## src/rtl/inst_cache_fetch_pkg.sv

```systemverilog
// Shared definitions for the instruction fetch cache: widths, the NOP filler and FSM states.
package inst_cache_fetch_pkg;
  localparam int DATA_W     = 32;
  localparam int LINE_WORDS = 4;
  localparam int NUM_LINES  = 16;
  localparam int WORD_W     = $clog2(LINE_WORDS);
  localparam int IDX_W      = $clog2(NUM_LINES);
  localparam int TAG_W      = DATA_W - 2 - WORD_W - IDX_W;

  localparam logic [DATA_W-1:0] NOP_INST = 32'h0000_0013;

  typedef enum logic {IDLE, REFILL} state_e;
endpackage

```

## src/rtl/inst_cache_array.sv

```systemverilog
// Direct-mapped line storage: async-reset valid bits, unreset tag/data, combinational read.
module inst_cache_array #(
  parameter int DATA_W     = inst_cache_fetch_pkg::DATA_W,
  parameter int LINE_WORDS = inst_cache_fetch_pkg::LINE_WORDS,
  parameter int NUM_LINES  = inst_cache_fetch_pkg::NUM_LINES,
  localparam int WW = $clog2(LINE_WORDS),
  localparam int IW = $clog2(NUM_LINES),
  localparam int TW = DATA_W - 2 - WW - IW
) (
  input  logic              clk,
  input  logic              rst,
  input  logic [IW-1:0]     rd_idx_i,
  input  logic [WW-1:0]     rd_word_i,
  input  logic [TW-1:0]     rd_tag_i,
  output logic              hit_o,
  output logic [DATA_W-1:0] rd_data_o,
  input  logic              wr_en_i,
  input  logic [IW-1:0]     wr_idx_i,
  input  logic [WW-1:0]     wr_word_i,
  input  logic [DATA_W-1:0] wr_data_i,
  input  logic              tag_we_i,
  input  logic [TW-1:0]     wr_tag_i,
  input  logic              set_valid_i,
  input  logic              flush_i
);
  logic [NUM_LINES-1:0]                              valid_q;
  logic [NUM_LINES-1:0][TW-1:0]                      tag_q;
  logic [NUM_LINES-1:0][LINE_WORDS-1:0][DATA_W-1:0]  data_q;

  // Flush wins over a same-cycle validate.
  always_ff @(posedge clk or posedge rst) begin
    if (rst)              valid_q <= '0;
    else if (flush_i)     valid_q <= '0;
    else if (set_valid_i) valid_q[wr_idx_i] <= 1'b1;
  end

  always_ff @(posedge clk) begin
    if (wr_en_i)  data_q[wr_idx_i][wr_word_i] <= wr_data_i;
    if (tag_we_i) tag_q[wr_idx_i] <= wr_tag_i;
  end

  assign hit_o     = valid_q[rd_idx_i] && (tag_q[rd_idx_i] == rd_tag_i);
  assign rd_data_o = data_q[rd_idx_i][rd_word_i];
endmodule

```

## src/rtl/inst_cache_fetch.sv

```systemverilog
// PC-side fetch responder: zero-latency hit path, stalls the PC and refills a line word-by-word on a miss.
module inst_cache_fetch #(
  parameter int DATA_W     = inst_cache_fetch_pkg::DATA_W,
  parameter int LINE_WORDS = inst_cache_fetch_pkg::LINE_WORDS,
  parameter int NUM_LINES  = inst_cache_fetch_pkg::NUM_LINES,
  localparam int WW = $clog2(LINE_WORDS),
  localparam int IW = $clog2(NUM_LINES),
  localparam int TW = DATA_W - 2 - WW - IW
) (
  input  logic              clk,
  input  logic              reset,
  input  logic [DATA_W-1:0] PcAddr,
  input  logic              Flush,
  output logic [DATA_W-1:0] Inst,
  output logic              InstCacheEn,
  output logic              MemReq,
  output logic [DATA_W-1:0] MemAddr,
  input  logic              MemAck,
  input  logic [DATA_W-1:0] MemData
);
  import inst_cache_fetch_pkg::*;

  localparam logic [DATA_W-1:0] LINE_MASK = DATA_W'(LINE_WORDS*4 - 1);
  localparam logic [WW-1:0]     K_LAST    = WW'(LINE_WORDS - 1);

  state_e              state_q;
  logic [WW-1:0]       k_q;
  logic [DATA_W-1:0]   miss_base_q;
  logic                flush_pend_q;

  logic                hit;
  logic [DATA_W-1:0]   rd_data;
  logic                in_refill, wr_en, last_ack, flush_now;
  logic                unused_ok;

  assign in_refill = (state_q == REFILL);
  assign wr_en     = in_refill && MemAck;
  assign last_ack  = wr_en && (k_q == K_LAST);
  // A flush seen anywhere in the refill (including the final ack) suppresses validation.
  assign flush_now = Flush || flush_pend_q;
  assign unused_ok = &{1'b0, PcAddr[1:0]};

  inst_cache_array #(
    .DATA_W(DATA_W), .LINE_WORDS(LINE_WORDS), .NUM_LINES(NUM_LINES)
  ) u_array (
    .clk         (clk),
    .rst         (reset),
    .rd_idx_i    (PcAddr[2+WW +: IW]),
    .rd_word_i   (PcAddr[2 +: WW]),
    .rd_tag_i    (PcAddr[DATA_W-1 -: TW]),
    .hit_o       (hit),
    .rd_data_o   (rd_data),
    .wr_en_i     (wr_en),
    .wr_idx_i    (miss_base_q[2+WW +: IW]),
    .wr_word_i   (k_q),
    .wr_data_i   (MemData),
    .tag_we_i    (last_ack),
    .wr_tag_i    (miss_base_q[DATA_W-1 -: TW]),
    .set_valid_i (last_ack && !flush_now),
    .flush_i     ((!in_refill && Flush) || (last_ack && flush_now))
  );

  always_ff @(posedge clk or posedge reset) begin
    if (reset) begin
      state_q      <= IDLE;
      k_q          <= '0;
      miss_base_q  <= '0;
      flush_pend_q <= 1'b0;
    end else begin
      case (state_q)
        IDLE: begin
          if (!hit) begin
            miss_base_q <= PcAddr & ~LINE_MASK;
            k_q         <= '0;
            state_q     <= REFILL;
          end
        end
        REFILL: begin
          if (Flush) flush_pend_q <= 1'b1;
          if (MemAck) begin
            k_q <= k_q + 1'b1;
            if (k_q == K_LAST) begin
              state_q      <= IDLE;
              flush_pend_q <= 1'b0;
            end
          end
        end
        default: state_q <= IDLE;
      endcase
    end
  end

  assign MemReq      = in_refill;
  assign MemAddr     = in_refill ? miss_base_q + DATA_W'({k_q, 2'b00}) : '0;
  assign InstCacheEn = in_refill || !hit;
  assign Inst        = InstCacheEn ? DATA_W'(NOP_INST) : rd_data;
endmodule

```

## config.mk

```make
export PLATFORM = sky130hd
export DESIGN_NAME = inst_cache_fetch
export DESIGN_NICKNAME = d
export VERILOG_FILES = /design/src/rtl/inst_cache_fetch_pkg.sv /design/src/rtl/inst_cache_array.sv /design/src/rtl/inst_cache_fetch.sv
export SDC_FILE = /design/constraint.sdc
export NUM_CORES = 2
export LEC_CHECK = 0
export ABC_AREA = 0
export CAP_MARGIN = 20
export CORE_MARGIN = 5
export CORE_UTILIZATION = 50
export CTS_CLUSTER_SIZE = 20
export DETAILED_ROUTE_END_ITERATION = 10
export PLACE_DENSITY_LB_ADDON = 0.05
export SLEW_MARGIN = 20
export SYNTH_ARGS = -nofsm -noshare
export SYNTH_HDL_FRONTEND = slang
export SYNTH_SLANG_ARGS = --single-unit
```

## constraint.sdc

```tcl
create_clock -name clk -period 11.09 [get_ports clk]
set_input_delay 1.6635 -clock clk [delete_from_list [all_inputs] [get_ports clk]]
set_output_delay 1.6635 -clock clk [all_outputs]
set_load 0.005 [all_outputs]
```

==> results.sh <==
export IMPL_post_route_util=0.5712
export IMPL_synth_top_family_by_area="multiplexers"
export IMPL_synth_yosys_warnings=0
export IMPL_syn_cell_area_um2=95260
export IMPL_setup_violations=0
export IMPL_ant_nets=0
export IMPL_cts_root_buffer="clkbuf_16"
export IMPL_ctsHoldBuffers=0
export IMPL_antenna_found_initial=35
export IMPL_endpoint_kind="primary output"
export IMPL_critical_path_slowest_cell="buf_4"
export IMPL_max_slew_margin=0.1951
export IMPL_power_density_nw_per_um2=198.0
export IMPL_pwr_share_comb=0.085
export IMPL_whs_path_depth=2
export IMPL_syn_inst=3862
export IMPL_finClkSkew_ns=0.04538
export IMPL_clockPowerShare=0.394
export IMPL_vias_per_cell=6.404
export IMPL_routabilityCongestion=0.7317
export IMPL_async_flop_share=0.01935
export IMPL_ys_types=52
export IMPL_final_cell_mix="edfxtp_1, mux4_2, clkbuf_16"
export IMPL_finalNonFillerCells=6868
export IMPL_postCtsSetupRepairBufs=0
export IMPL_synth_adder_area_share=0.0005254
export IMPL_fin_nets=4248
export IMPL_hpwl_um=130700
export IMPL_clock_latency_ns=0.90
export IMPL_initial_core_util=0.5019
export IMPL_yosysSeqAreaShare=0.7793
export IMPL_setup_tns_ns=0
export IMPL_synth_compound_area_frac=0.003835
export IMPL_cp_data_arrival_time_ns=6.99
export IMPL_p_int_mw=16.56
export IMPL_cpMostUsedCell="buf_4"
export IMPL_synth_edff_count=2432
export IMPL_synth_mux_area_frac=0.1913
export IMPL_tritoncts="done"
export IMPL_rsz0062_at_grt="false"
export IMPL_io_buffers=129
export IMPL_synth_xor_area_frac=0.002942
export IMPL_ir_drop_mv=0.1340
export IMPL_switchingPower_mw=4.908
export IMPL_worstRegToRegCells=4
export IMPL_path_clk_slew_ns=0.06
export IMPL_hold_viol_final=0
export IMPL_grt_pass1_wl_um=356500
export IMPL_dieArea_um2=199300
export IMPL_synth_simple_area_share=0.01147
export IMPL_cts_buffers=275
export IMPL_top_level_ports=134
export IMPL_h_tree_depth=5
export IMPL_drc=0
export IMPL_grt_use_total=0.2600
export IMPL_die_w_um=446.5
export IMPL_drt_iter0_drc=4920
export IMPL_cp_cell_sequence="buf_8 -> buf_4 -> buf_4 -> mux4_2 -> mux2i_1 -> xnor2_1 -> a32oi_1 -> nand2_1 -> nor3_2 -> nand4b_1 -> buf_12 -> nor2b_1 -> clkdlybuf4s50_1"
export IMPL_startpoint_type="input pin"
export IMPL_drive_above_1_share=0.3169
export IMPL_cts_sinks=2480
export IMPL_placedCellCount=6407
export IMPL_syn_to_final_growth_pct=13.81
export IMPL_setup_worst_path_class="in -> out"
export IMPL_cts_resized=0
export IMPL_grt_pass1_vias=44670
export IMPL_outcome="finished, final reports clean"
export IMPL_period_needed_ns=8.658
export IMPL_synth_flop_cell="edfxtp_1"
export IMPL_cp_slowest_stage_delay_ns=0.81
export IMPL_synth_seq_cells=2480
export IMPL_cp_max_fo=55
export IMPL_vias=43980
export IMPL_worstMarginPinSlew_ns=1.207
export IMPL_syn_area_per_cell_um2=24.66
export IMPL_post_drt_wl_per_cell_um=37.37
export IMPL_core_um2=189800
export IMPL_max_cap_violations=0
export IMPL_drt_pass1_iterations=6
export IMPL_p_seq_frac=0.522
export IMPL_grt_max_degree=115
export IMPL_switching_share=0.2286
export IMPL_min_path_type="reg -> reg"
export IMPL_wirelength_um=256600
export IMPL_die_height_um=446.5
export IMPL_max_freq_mhz=115.5
export IMPL_critPathRequiredTime_ns=9.43
export IMPL_period_share=0.7807
export IMPL_final_common_cell="edfxtp_1"
export IMPL_drv_slew=0
export IMPL_p_leak_nw=33.58
export IMPL_grt_ovfl_total=0
export IMPL_cts_buffer_depth=4
export IMPL_num_rows=160
-- per-layer routing --
| layer | vias to the layer above | track usage | routed length [um] |
|---|---|---|---|
| li1 | 17300 | - | - |
| met1 | 24430 | 0.3819 | 106800 |
| met2 | 1818 | 0.4144 | 124500 |
| met3 | 428 | 0.04666 | 18910 |
| met4 | 4 | 0.06088 | 6323 |
| met5 | - | 0 | 31 |
-- power groups by stage --
stage,combinational [mW],clock (mW),sequential (mW)
3_3_place_gp,1.82,0,11.4
2_1_floorplan,0.959,0,11.3
3_5_place_dp,1.83,0,11.4
6_report,1.82,8.46,11.2
4_1_cts,1.84,8.62,11.2
5_1_grt,1.91,9.02,11.2
-- cell type report --
class	count	area, um2
Inverter	10	37.54
Antenna cell	2	5.005
Fill cell	13820	81370
Clock inverter	101	819.5
Sequential cell	2480	74230
Timing Repair Buffer	245	2176
Multi-Input combinational cell	1164	20650
Tap cell	2511	3142
Clock buffer	355	7350
-- cell usage after synthesis (all sizes together) (5+ instances only) --
library cell	instances	area share
edfxtp	2432	0.77
mux4	769	0.18
buf	114	0.0064
nor2	104	0.0041
clkbuf	95	0.0037
mux2i	51	0.0054
dfrtp	48	0.013
and2	33	0.0022
mux2	33	0.0039
nor2b	29	0.0019
nand2	20	0.00079
xnor2	20	0.0018
nand3	14	0.00074
a31oi	13	0.0010
xor2	12	0.0011
inv	9	0.00035
a21oi	6	0.00032
a41oi	6	0.00055
and2b	5	0.00039
o211ai	5	0.00039
o21ai	5	0.00026
-- worst max-delay path, delay by kind of cell --
kind	cells	cell delay, ns
multiplexers	2	0.67
AO/OA/AOI/OAI	1	0.20
XOR/XNOR	1	0.19
buffers and inverters	5	2.70
AND/OR/NAND/NOR	4	1.28
-- through the flow --
stage          power, mW  hold WS (ns)  instance area (um2)  worst slack [ns]
2_1_floorplan      12.23        0.4573                95260             4.931
3_3_place_gp       13.19        0.4730               100100             2.476
3_5_place_dp       13.23        0.4825               100100             2.455
4_1_cts            21.66        0.4959               108300             2.429
5_1_grt            22.18        0.5087               108400             2.307
6_report           21.47        0.4957               108400             2.432
-- sequential cells by signal (all words and copies together), names as in the netlist --
signal	count
u_array.data_q	2048
k_q	2
u_array.valid_q	16
u_array.tag_q	384
miss_base_q	28
flush_pend_q	1
MemReq	1
-- kinds of logic after synthesis --
logic type               count (synthesis)
flip-flops                            2480
AND/OR/NAND/NOR                        223
XOR/XNOR                                32
AO/OA/AOI/OAI                           50
buffers and inverters                  219
adder cells (fa/ha/maj)                  4
multiplexers                           853
other                                    1
-- path summary, 6_finish.rpt --
check | start | to | slack [ns]
worst max-delay path | PcAddr[6] | Inst[12] | 2.43
worst min-delay path | u_array.valid_q[4] | u_array.valid_q[4] | 0.50
worst max register to register | MemReq | u_array.data_q[1042] | 7.02
worst min register to register | u_array.valid_q[4] | u_array.valid_q[4] | 0.50
max in group asynchronous | reset | MemReq | 9.15
min in group asynchronous | reset | miss_base_q[11] | 1.29
Power figures use the tool's default switching activity.
